## src/rtl/uart_prog_loader.sv

```systemverilog
// uart_prog_loader: UART receive-side program loader.
// Deserialises an 8N1 byte stream, packs bytes little-endian into 32-bit
// words, writes them to instruction memory over a valid/ack port and holds
// the core in reset until the END_WORD terminator has been received.
// Optional even-parity framing: define UART_PROG_LOADER_PARITY_EN.
module uart_prog_loader #(
    parameter int unsigned CLKS_PER_BIT = 347,
    parameter int unsigned ADDR_W       = 14,
    parameter logic [31:0] END_WORD     = 32'hFFFF_FFFF
) (
    input  logic              clk,
    input  logic              rst_l,
    input  logic              rx_i,
    output logic              mem_we_o,
    output logic [ADDR_W-1:0] mem_addr_o,
    output logic [31:0]       mem_wdata_o,
    input  logic              mem_ack_i,
    output logic              core_rst_l_o,
    output logic              prog_done_o,
    output logic [ADDR_W:0]   word_count_o,
    output logic              frame_err_o,
    output logic              overrun_err_o
`ifdef UART_PROG_LOADER_PARITY_EN
    ,
    output logic              parity_err_o
`endif
);

    localparam logic [15:0] HALF_CNT = 16'(CLKS_PER_BIT / 2);
    localparam logic [15:0] BIT_LAST = 16'(CLKS_PER_BIT - 1);

    typedef enum logic [2:0] {
        S_IDLE,
        S_START,
        S_DATA,
`ifdef UART_PROG_LOADER_PARITY_EN
        S_PARITY,
`endif
        S_STOP
    } rx_state_t;

    // synchroniser and receiver state
    logic              r_rx_meta;
    logic              r_rx_sync;
    rx_state_t         r_state;
    rx_state_t         w_state_nxt;
    logic [15:0]       r_cnt;
    logic [15:0]       w_cnt_nxt;
    logic [2:0]        r_bit_idx;
    logic [2:0]        w_bit_nxt;
    logic [7:0]        r_shift;
    logic [7:0]        w_shift_nxt;
    logic              r_wait_high;
    logic              w_wait_nxt;
    logic              w_byte_valid;
    logic              w_frame_bad;
`ifdef UART_PROG_LOADER_PARITY_EN
    logic              r_par_fail;
    logic              w_par_fail_nxt;
    logic              w_par_bad;
    logic              r_parity_err;
`endif

    // word assembly and write port
    logic [1:0]        r_byte_idx;
    logic [23:0]       r_word;
    logic              r_we;
    logic [ADDR_W-1:0] r_addr;
    logic [31:0]       r_wdata;
    logic [ADDR_W:0]   r_count;
    logic              r_term;
    logic              r_done;
    logic              r_frame_err;
    logic              r_overrun;
    logic              w_ack;
    logic              w_accept;
    logic              w_complete;
    logic [31:0]       w_full;

    // two-flop synchroniser, idle-high reset value
    always_ff @(posedge clk or negedge rst_l) begin
        if (!rst_l) begin
            r_rx_meta <= 1'b1;
            r_rx_sync <= 1'b1;
        end else begin
            r_rx_meta <= rx_i;
            r_rx_sync <= r_rx_meta;
        end
    end

    // receiver state and datapath registers
    always_ff @(posedge clk or negedge rst_l) begin
        if (!rst_l) begin
            r_state     <= S_IDLE;
            r_cnt       <= '0;
            r_bit_idx   <= '0;
            r_shift     <= '0;
            r_wait_high <= 1'b0;
`ifdef UART_PROG_LOADER_PARITY_EN
            r_par_fail  <= 1'b0;
`endif
        end else begin
            r_state     <= w_state_nxt;
            r_cnt       <= w_cnt_nxt;
            r_bit_idx   <= w_bit_nxt;
            r_shift     <= w_shift_nxt;
            r_wait_high <= w_wait_nxt;
`ifdef UART_PROG_LOADER_PARITY_EN
            r_par_fail  <= w_par_fail_nxt;
`endif
        end
    end

    // receiver next-state, bit sampling and byte strobe
    always_comb begin
        w_state_nxt  = r_state;
        w_cnt_nxt    = r_cnt + 16'd1;
        w_bit_nxt    = r_bit_idx;
        w_shift_nxt  = r_shift;
        w_wait_nxt   = r_wait_high;
        w_byte_valid = 1'b0;
        w_frame_bad  = 1'b0;
`ifdef UART_PROG_LOADER_PARITY_EN
        w_par_fail_nxt = r_par_fail;
        w_par_bad      = 1'b0;
`endif
        case (r_state)
            S_IDLE: begin
                w_cnt_nxt = '0;
                // after a framing error the line must return high before re-arming
                if (r_wait_high) begin
                    if (r_rx_sync) w_wait_nxt = 1'b0;
                end else if (!r_rx_sync) begin
                    w_state_nxt = S_START;
                end
            end
            S_START: begin
                if (r_cnt == HALF_CNT) begin
                    w_cnt_nxt   = '0;
                    w_bit_nxt   = '0;
                    w_state_nxt = r_rx_sync ? S_IDLE : S_DATA;
`ifdef UART_PROG_LOADER_PARITY_EN
                    w_par_fail_nxt = 1'b0;
`endif
                end
            end
            S_DATA: begin
                if (r_cnt == BIT_LAST) begin
                    w_cnt_nxt   = '0;
                    w_shift_nxt = {r_rx_sync, r_shift[7:1]};
                    if (r_bit_idx == 3'd7) begin
`ifdef UART_PROG_LOADER_PARITY_EN
                        w_state_nxt = S_PARITY;
`else
                        w_state_nxt = S_STOP;
`endif
                    end else begin
                        w_bit_nxt = r_bit_idx + 3'd1;
                    end
                end
            end
`ifdef UART_PROG_LOADER_PARITY_EN
            S_PARITY: begin
                if (r_cnt == BIT_LAST) begin
                    w_cnt_nxt      = '0;
                    w_par_bad      = ^{r_shift, r_rx_sync};
                    w_par_fail_nxt = w_par_bad;
                    w_state_nxt    = S_STOP;
                end
            end
`endif
            S_STOP: begin
                if (r_cnt == BIT_LAST) begin
                    w_cnt_nxt   = '0;
                    w_state_nxt = S_IDLE;
                    if (r_rx_sync) begin
`ifdef UART_PROG_LOADER_PARITY_EN
                        w_byte_valid = !r_par_fail;
`else
                        w_byte_valid = 1'b1;
`endif
                    end else begin
                        w_frame_bad = 1'b1;
                        w_wait_nxt  = 1'b1;
                    end
                end
            end
            default: begin
                w_state_nxt = S_IDLE;
                w_cnt_nxt   = '0;
            end
        endcase
    end

    assign w_ack      = r_we & mem_ack_i;
    assign w_accept   = w_byte_valid & ~r_term;
    assign w_complete = w_accept & (r_byte_idx == 2'd3);
    assign w_full     = {r_shift, r_word};

    // word assembly, write handshake, counters and sticky status
    always_ff @(posedge clk or negedge rst_l) begin
        if (!rst_l) begin
            r_byte_idx   <= '0;
            r_word       <= '0;
            r_we         <= 1'b0;
            r_addr       <= '0;
            r_wdata      <= '0;
            r_count      <= '0;
            r_term       <= 1'b0;
            r_done       <= 1'b0;
            r_frame_err  <= 1'b0;
            r_overrun    <= 1'b0;
`ifdef UART_PROG_LOADER_PARITY_EN
            r_parity_err <= 1'b0;
`endif
        end else begin
            if (w_ack) begin
                r_we   <= 1'b0;
                r_addr <= r_addr + ADDR_W'(1);
                if (r_count != '1) r_count <= r_count + (ADDR_W+1)'(1);
            end
            if (w_accept) begin
                r_byte_idx <= r_byte_idx + 2'd1;
                case (r_byte_idx)
                    2'd0:    r_word[7:0]   <= r_shift;
                    2'd1:    r_word[15:8]  <= r_shift;
                    2'd2:    r_word[23:16] <= r_shift;
                    default: ;
                endcase
            end
            // an ack on the same edge frees the port, so the new word is taken
            if (w_complete) begin
                if (w_full == END_WORD) begin
                    r_term <= 1'b1;
                end else if (!r_we || w_ack) begin
                    r_wdata <= w_full;
                    r_we    <= 1'b1;
                end else begin
                    r_overrun <= 1'b1;
                end
            end
            if (w_frame_bad && !r_done) r_frame_err <= 1'b1;
`ifdef UART_PROG_LOADER_PARITY_EN
            if (w_par_bad && !r_done) r_parity_err <= 1'b1;
`endif
            if (r_term && !r_we) r_done <= 1'b1;
        end
    end

    assign mem_we_o      = r_we;
    assign mem_addr_o    = r_addr;
    assign mem_wdata_o   = r_wdata;
    assign word_count_o  = r_count;
    assign prog_done_o   = r_done;
    assign core_rst_l_o  = r_done;
    assign frame_err_o   = r_frame_err;
    assign overrun_err_o = r_overrun;
`ifdef UART_PROG_LOADER_PARITY_EN
    assign parity_err_o  = r_parity_err;
`endif

endmodule

```

## config.mk

```make
export PLATFORM = sky130hd
export DESIGN_NAME = uart_prog_loader
export DESIGN_NICKNAME = d
export VERILOG_FILES = /design/src/rtl/uart_prog_loader.sv
export SDC_FILE = /design/constraint.sdc
export NUM_CORES = 1
export LEC_CHECK = 0
export BUFFER_PORTS_ARGS = -buffer_cell sky130_fd_sc_hd__buf_2
export CAP_MARGIN = 20
export CORE_UTILIZATION = 60
export CTS_BUF_LIST = sky130_fd_sc_hd__clkbuf_8
export CTS_CLUSTER_SIZE = 14
export DETAILED_ROUTE_END_ITERATION = 6
export GPL_TIMING_DRIVEN = 0
export PLACE_DENSITY = 0.86
export SYNTH_ARGS = -nofsm -noshare
export SYNTH_HDL_FRONTEND = slang
export SYNTH_SLANG_ARGS = --single-unit
```

## constraint.sdc

```tcl
create_clock -name clk -period 3.7 [get_ports clk]
set_clock_uncertainty 0.15 [all_clocks]
set_input_delay 0.185 -clock clk [delete_from_list [all_inputs] [get_ports clk]]
set_output_delay 0.185 -clock clk [all_outputs]
set_load 0.02 [all_outputs]
```

==> results of run 1 <==
[layout make-up]
cell class,count,area [um2]
plain buffers,10,63.8
clock buffers,19,262
clock inverters,13,213
fillers,537,2070
inverters,11,41.3
multi-input cells,269,2080
flip-flops and latches,124,3110
well taps,105,131
repair buffers,74,419
[report_power, final]
| group | internal (uW) | leakage [uW] | switching [uW] | total, uW |
|---|---|---|---|---|
| Sequential | 1360 | 0.00170 | 9.05 | 1370 |
| Clock | 843 | 0.000229 | 538 | 1380 |
| Combinational | 20.0 | 0.00130 | 45.5 | 65.5 |
[flip-flops by register name (all words and copies together) (netlist names), 2 cells and up]
signal,flops
r_bit_idx,3
mem_addr_o,14
word_count_o,15
r_word,24
r_state,2
r_shift,8
r_byte_idx,2
r_cnt,16
mem_wdata_o,32
[synthesized netlist by cell type (all sizes together) (2+ instances only)]
cell    instances  area [um2]
or3             2        12.5
ha             11         138
nand4          23         159
nor4            7        58.8
and4            3        26.3
or4             2        18.8
a31oi           2        12.5
nor2           30         113
xnor2          28         245
mux2           67         754
nand3          16        80.1
buf             4        41.3
o21ai           7        35.0
dfrtp         122        3050
xor2           11        96.3
nor2b           2        12.5
nor3            2        10.0
a21oi           3        15.0
clkbuf          6        22.5
inv            11        41.3
and3            3        18.8
and2            4        25.0
dfstp           2        52.6
nand2          32         128
or2             2        12.5
[metal layers]
metal,up-vias,track usage [%]
met2,100,42.4
met4,0,9.20
met3,11,7.50
met1,1752,31.9
met5,-,0
li1,1644,-
[final timing paths]
kind / startpoint / to / slack, ps / depth (start not counted)
worst max-delay path: r_cnt[0] / mem_wdata_o[24] / 840 / 8
worst min-delay path: rst_l / r_word[10] / 200 / 3
worst max register to register: r_cnt[0] / mem_wdata_o[24] / 840 / 8
worst min register to register: r_rx_meta / r_rx_sync / 210 / 0
max in group asynchronous: rst_l / mem_addr_o[11] / 2120 / 3
min in group clk: r_rx_meta / r_rx_sync / 210 / 0
[critical path, stage by stage, from the launching register on]
cell and delay, ps:
dfrtp_1 440, inv_1 80, ha_1 150, and4bb_2 250, nand4_1 240, nor4_4 660, nand4_4 260, buf_6 230
mux2_2 280
[per-stage QoR]
step | worst slack, ps | total power, uW | utilization, %
2_1_floorplan | 1250 | 1420 | -
3_3_place_gp | 859 | 1460 | 68.8
3_5_place_dp | 879 | 1460 | 69.2
4_1_cts | 825 | 2850 | 75.3
5_1_grt | 707 | 2920 | 75.3
6_report | 841 | 2820 | 75.3
[kinds of logic after synthesis]
logic type | count (synthesis) | synth area share (%)
AOI/OAI and AO/OA | 17 | 1.99
buffers and inverters | 21 | 1.99
muxes | 68 | 14.5
xor gates and xnor gates | 39 | 6.46
DFF | 124 | 58.7
adders and majority gates | 11 | 2.60
and+or+nand+nor | 134 | 13.8
==> flow_metrics.tcl, run 1 <==
set metrics [dict create \
    floorplan.die.height_um 95.9 \
    grt_antenna_before_repair 0 \
    syn-mean-instance-area_um2 12.8 \
    report.final.slew_viol_count 0 \
    post_cts_resized 0 \
    grt_util_all_layers_pct 25.5 \
    num-nets-final 522 \
    initialDrtViolationCount 117 \
    drcViolationCount 0 \
    timing_worst_slew_pin_value_ps 813 \
    crit_fanout 10 \
    met3_length_um 502 \
    async_reset_ff_share_pct 100 \
    dp_cells 589 \
    final_layout_size_suffix_gt1_share_pct 35.8 \
    design.core.area_um2 8380 \
    post-route-cell-area_um2 6310 \
    dominantRegCellSynth "dfrtp_1" \
    critical_path.endpoint_type "flip-flop" \
    n_antenna_cell 0 \
    highest-signal-layer "met4" \
    avgRoutedWirePerCell_um 16.6 \
    routed-wl-met2_um 5300 \
    cts.hold.buffers_added 4 \
    first_global_vias 3554 \
    num_rows 33 \
    clock-sinks 124 \
    design.die.area_um2 9190 \
    cells_after_synthesis 414 \
    top_level_ports 70 \
    power.density_cell_area_nw_per_um2 447 \
    synth_cell_types 42 \
    globalRouteOverflowTotal 0 \
    fin_worst_hold_slack_ps 197 \
    number_of_setup_buffers_added_after_cts 0 \
    setup_viol 0 \
    first_pass_grt_wire_length_um 17300 \
    timing_worst_setup_path_type "reg2reg" \
    power.static_leakage_uw 0.00323 \
    min-delay-path-class "in2async" \
    max_freq_ghz 0.350 \
    mostFrequentLayoutCell "dfrtp_1" \
    drt_wl_total_um 10300 \
    synthesis.area_um2 5290 \
    hpwl_um 6830 \
    area.growth.synth_to_final_pct 19.4 \
    synth_seq_cells 124 \
    hold_violations 0 \
    clock_tree.root_cell "clkbuf_8" \
    htree_levels 4 \
    drtAntennaViolNets 0 \
    rsz0062_at_grt "no" \
    post_drt_via_cell_ratio 5.61 \
    cts_made_buffers 17 \
    chipWidth_um 95.9 \
    max-clock-path-buffers 2 \
    route.vias.total 3507 \
    slew-limit-headroom_pct 45.3 \
    setup_total_negative_slack_ps 0 \
    routability_cong 0.860 \
    syn-num-nets 429 \
    synth_enable_flop_cells 0 \
    drt-met1-wl_um 4420 \
    required_time_of_the_worst_setup_path_ps 3860 \
    count_of_buffers_inserted_at_the_top_level_ports 69 \
    detailedRoute.firstPassIterationCount 4 \
    layout.cells.non_filler 625 \
    yosysWarningCount 0 \
    grt_start_max_net_pins 107 \
    ys_seq_area_share_pct 58.7 \
    worst-endpoint-arrival_ps 3020 \
    most-common-layout-cells "dfrtp_1, buf_2, mux2_2, nor2_1, nand2_1" \
    run_status "finished clean" \
    clkLatencyLatePin_ps 430 \
    vdd_ir_drop_max_uv 321 \
    final.period_utilization_pct 77.3 \
    placement.cell_area_um2 5800 \
    cts.clk_slew.worst_paths_ps 70 \
    max_cap_viol_count 0 \
    initial_core_util_pct 63.1 \
    period_minus_slack_ps 2860 \
    tritoncts "done" \
    start_kind "flip-flop" \
]
No activity file was read; power rests on OpenSTA's default activity.
==> run 2, diff against run 1 <==
- clock period: 3.7 -> 2.75 ns (I/O delays scaled with it)
==> run 2 against run 1 <==
Utilization increased by 0.19 points. Clock-buffer cell count is the same. Maximum frequency is 12% higher. Critical endpoint unchanged. Largest cell class unchanged. Largest power group unchanged.
==> flow_metrics.tcl, run 2 (synthesis results as in run 1) <==
set metrics [dict create \
    route.vias.total 3511 \
    design.core.area_um2 8380 \
    num-fill-cells 535 \
    htree_levels 4 \
    worst-endpoint-arrival_ps 2710 \
    setup.worst_path.start "r_cnt[0]" \
    crit_slowest_cell "dfrtp_1" \
    max_freq_ghz 0.393 \
    timing_worst_slew_pin_value_ps 782 \
    start_kind "flip-flop" \
    required_time_of_the_worst_setup_path_ps 2910 \
    slew-limit-headroom_pct 47.4 \
    chipWidth_um 95.9 \
    r2r_start "r_cnt[0]" \
    count_of_buffers_inserted_at_the_top_level_ports 69 \
    globalRouteOverflowTotal 0 \
    run_status "finished clean" \
    most-common-layout-cells "dfrtp_1, buf_2, mux2_2, nor2_1, nand2_1" \
    clkLatencyLatePin_ps 430 \
    drcViolationCount 0 \
    rsz0062_at_grt "no" \
    multi_input_area_um2 2080 \
    hold_violations 0 \
    grt_antenna_before_repair 0 \
    vdd_ir_drop_max_uv 432 \
    routability_cong 0.860 \
    report.final.slew_viol_count 0 \
    min-delay-path-class "in2async" \
    post-route-cell-area_um2 6330 \
    initial_core_util_pct 63.1 \
    cts_made_buffers 17 \
    critical_path.endpoint_type "flip-flop" \
    area.growth.synth_to_final_pct 19.7 \
    max-clock-path-buffers 2 \
    dp_cells 589 \
    crit_fanout 10 \
    cts.clk_slew.worst_paths_ps 70 \
    register_area_um2 3110 \
    post_drt_via_cell_ratio 5.60 \
    tritoncts "done" \
    n_antenna_cell 0 \
    reg2reg_to "mem_wdata_o[24]" \
    placement.cell_area_um2 5800 \
    drt_wl_total_um 10400 \
    power.density_cell_area_nw_per_um2 601 \
    r2r_slack_ps 210 \
    avgRoutedWirePerCell_um 16.6 \
    floorplan.die.height_um 95.9 \
    hpwl_um 6830 \
    setup_viol 0 \
    clock-sinks 124 \
    first_pass_grt_wire_length_um 17300 \
    mostFrequentLayoutCell "dfrtp_1" \
    final.period_utilization_pct 92.4 \
    crit_chain "inv_1, ha_1, and4bb_2, nand4_1, nor4_4, nand4_4, buf_6, mux2_2" \
    grt_util_all_layers_pct 25.6 \
    largest_reg_flops 32 \
    cp_slowest_stage_delay_ps 440 \
    layout.cells.non_filler 627 \
    max_cap_viol_count 0 \
    detailedRoute.firstPassIterationCount 4 \
    final_layout_size_suffix_gt1_share_pct 36.2 \
    first_global_vias 3567 \
    num_rows 33 \
    reg2reg_depth 8 \
    num-nets-final 524 \
    drtAntennaViolNets 0 \
    fin_worst_hold_slack_ps 141 \
    grt_start_max_net_pins 107 \
    clock_tree.root_cell "clkbuf_8" \
    design.die.area_um2 9190 \
    worst_setup_path_endpoint "mem_wdata_o[24]" \
    top_level_ports 70 \
    power.static_leakage_uw 0.00324 \
    initialDrtViolationCount 110 \
    period_minus_slack_ps 2540 \
    timing_worst_setup_path_type "reg2reg" \
]
==> run 2: cell types whose count changed in the layout (fill, tap and decap cells not counted) <==
cell / delta
clkbuf_1: -1
clkbuf_2: +1
buf_4: +2
==> run 2: metrics by stage <==
step	power, uW	worst slack (ps)	TNS (ps)	util, %
global route	3930	71.7	0	75.5
CTS	3830	158	0	75.5
floorplan	1910	304	0	-
global placement	1960	-43.3	-4380	68.8
detailed placement	1970	-70.8	-1550	69.2
finish	3800	208	0	75.5
==> run 2: worst min-delay path by stage <==
stage | start | endpoint | slack, ps
2_1_floorplan | rst_l | core_rst_l_o | -310
3_3_place_gp | rx_i | r_rx_meta | 100
3_5_place_dp | rst_l | mem_wdata_o[10] | -160
4_1_cts | rst_l | mem_wdata_o[12] | 180
5_1_grt | rx_i | r_rx_meta | 200
6_report | rst_l | r_word[9] | 140
==> run 2: final cells by class <==
class	instances	share of cell area [%]
Inverter	11	0.652
Clock buffer	19	4.13
Multi-Input combinational cell	269	32.8
Timing Repair Buffer	76	6.86
Sequential cell	124	49.1
Tap cell	105	2.08
Clock inverter	13	3.36
Buffer	10	1.03
==> run 2: critical path, delay by kind of cell, from the launching register on <==
kind                       cells  cell delay [ps]
buffers and inverters          2              300
adders and majority gates      1              150
and+or+nand+nor                4             1110
DFF                            1              440
muxes                          1              280
==> run 2: what timing repair did <==
item                       4_1_cts  5_1_grt
setup endpoints to repair       30       10
resized for setup                0        2
cloned                           0        0
hold buffers                     4        0
pin swaps                        1        0
buffers inserted                 2        0
hold endpoints to repair       125        0
==> run 2: power breakdown <==
| group | switching (uW) | total (uW) | leakage (uW) | internal, uW |
|---|---|---|---|---|
| registers | 12.2 | 1850 | 0.00170 | 1840 |
| logic | 61.1 | 88.0 | 0.00132 | 26.9 |
| clock network | 733 | 1870 | 0.000229 | 1130 |
| total | 806 | 3800 | 0.00324 | 3000 |
==> run 2: per-layer routing <==
| layer | vias to the layer above | GRT usage, % | part of all wire (%) |
|---|---|---|---|
| li1 | 1648 | - | - |
| met1 | 1753 | 32.0 | 42 |
| met2 | 90 | 42.5 | 51 |
| met3 | 20 | 7.50 | 5.0 |
| met4 | 0 | 9.20 | 1.6 |
| met5 | - | 0 | 0 |
==> run 3, diff against run 2 <==
- BUFFER_PORTS_ARGS: -buffer_cell sky130_fd_sc_hd__buf_2 -> default
- DONT_BUFFER_PORTS: default -> 1
- PLACE_DENSITY: 0.86 -> 0.8
- SKIP_LAST_GASP: default -> 1
==> run 3 against run 2 <==
The flow now finishes with violations (hold timing). Largest cell class unchanged. Die area did not move. Final cell count fell by 12%. Wire length fell by 11%. Via count fell by 8.2%. Clock power fell by 6%. Hold slack got worse by 870 ps. Utilization fell by 5.2 points. Total power fell by 4.1%. Setup slack improved by 28 ps. Sequential share of layout area rose by 3.6 points.
==> flow_metrics.tcl, run 3 (synthesis results as in run 1) <==
set metrics [dict create \
    largest_reg_flops 32 \
    required_time_of_the_worst_setup_path_ps 2900 \
    first_global_vias 3219 \
    final.period_utilization_pct 91.4 \
    drt_wl_total_um 9280 \
    post-layout-total-power_uw 3640 \
    rsz0062_at_grt "no" \
    internal_power_uw 2950 \
    max_cap_viol_count 0 \
    period_minus_slack_ps 2510 \
    clkLatencyLatePin_ps 420 \
    vdd_ir_drop_max_uv 397 \
    drcViolationCount 0 \
    design.die.area_um2 9190 \
    hold_violations 124 \
    max_freq_ghz 0.398 \
    placement.cell_area_um2 5420 \
    grt_antenna_before_repair 0 \
    cts.clk_slew.worst_paths_ps 70 \
    hpwl_um 6160 \
    cts_made_buffers 17 \
    initial_core_util_pct 63.1 \
    clock_tree.root_cell "clkbuf_8" \
    fin_worst_hold_slack_ps -734 \
    r2r_start "r_cnt[0]" \
    p_seq_share_pct 51.1 \
    layout.cells.non_filler 553 \
    top_level_ports 70 \
    drtAntennaViolNets 0 \
    avgRoutedWirePerCell_um 16.8 \
    route.vias.total 3222 \
    setup.worst_path.start "r_cnt[0]" \
    chipWidth_um 95.9 \
    design.core.area_um2 8380 \
    tritoncts "done" \
    initialDrtViolationCount 139 \
    p_sw_share_pct 19.0 \
    netSwitchingPower_uw 693 \
    area.growth.synth_to_final_pct 11.5 \
    clock-sinks 124 \
    register_area_um2 3110 \
    run_status "complete, but fails checks" \
    num-fill-cells 567 \
    cts.hold.buffers_added 2 \
    routability_cong 0.837 \
    start_kind "flip-flop" \
    final_layout_size_suffix_gt1_share_pct 25.4 \
    crit_fanout 10 \
    violations_in_the_final_reports "hold timing" \
    first_pass_grt_wire_length_um 15500 \
    worst-endpoint-arrival_ps 2660 \
    htree_levels 4 \
    timing_worst_setup_path_type "reg2reg" \
    post-route-cell-area_um2 5890 \
    reg2reg_depth 8 \
    clock_power_share_pct 48.3 \
    critical_path.endpoint_type "flip-flop" \
    pre_cts_slack_ps -10.3 \
    dp_cells 519 \
    n_antenna_cell 0 \
    max-clock-path-buffers 2 \
    p_comb_share_pct 0.6 \
    post_drt_via_cell_ratio 5.83 \
    count_of_buffers_inserted_at_the_top_level_ports 0 \
    power.static_leakage_uw 0.00285 \
    final_critical_path_setup_slack_ps 236 \
    num-nets-final 452 \
    globalRouteOverflowTotal 0 \
    mostFrequentLayoutCell "dfrtp_1" \
    power.density_cell_area_nw_per_um2 618 \
    min-delay-path-class "in2async" \
    floorplan.die.height_um 95.9 \
    multi_input_area_um2 2080 \
    num_rows 33 \
    timing_worst_slew_pin_value_ps 767 \
    grt_start_max_net_pins 125 \
    grt_util_all_layers_pct 22.6 \
    slew-limit-headroom_pct 48.4 \
    report.final.slew_viol_count 0 \
    setup_viol 0 \
    detailedRoute.firstPassIterationCount 5 \
    most-common-layout-cells "dfrtp_1, mux2_2, nor2_1, nand2_1, xnor2_1" \
]
==> run 3: final cells by class <==
| type | count | share of cell area [%] |
|---|---|---|
| well taps | 105 | 2.23 |
| inverters | 11 | 0.701 |
| multi-input cells | 269 | 35.2 |
| clock buffers | 19 | 4.44 |
| plain buffers | 10 | 1.10 |
| clock inverters | 11 | 2.99 |
| repair buffers | 4 | 0.594 |
| flip-flops and latches | 124 | 52.7 |
==> run 3: path summary, 6_finish.rpt <==
path                                   end  slack (ps)
setup / recovery           mem_wdata_o[29]         240
hold / removal             mem_wdata_o[11]        -730
setup reg to reg           mem_wdata_o[29]         240
hold reg to reg                  r_rx_sync         200
max in group asynchronous        r_rx_meta        2980
min in group clk                 r_rx_meta         130
==> run 3: worst max-delay path, cell delays in order (launching register included) <==
cell,delay (ps)
dfrtp_1,440
inv_1,80
ha_1,140
and4bb_2,250
nand4_1,230
nor4_4,420
nand4_4,200
buf_6,200
mux2_2,280
==> run 3: stage by stage <==
step	setup TNS, ps	util, %
finish	0	70.3
floorplan	0	-
global route	0	70.3
detailed placement	-12.6	64.7
CTS	0	70.3
global placement	0	64.7
==> run 3: per-layer routing <==
| metal | global-route usage [%] | up-vias | part of all wire, % |
|---|---|---|---|
| li1 | - | 1494 | - |
| met5 | 0 | - | 0 |
| met4 | 7.84 | 0 | 1.0 |
| met2 | 36.7 | 86 | 49 |
| met3 | 6.95 | 12 | 5.3 |
| met1 | 28.7 | 1630 | 44 |
==> run 3: power by group through the flow <==
stage	clock network (uW)	registers, uW	logic (uW)
3_5_place_dp	0	1900	18.2
3_3_place_gp	0	1900	16.4
4_1_cts	1790	1860	20.7
2_1_floorplan	0	1890	15.1
6_report	1760	1860	20.4
5_1_grt	1880	1860	23.6
==> run 3: what timing repair did <==
action / 4_1_cts / 5_1_grt
endpoints found under the setup margin: 9 / 3
pin swaps: 1 / 0
resized for setup: 0 / 2
endpoints found under the hold margin: 127 / 124
buffers inserted: 2 / 0
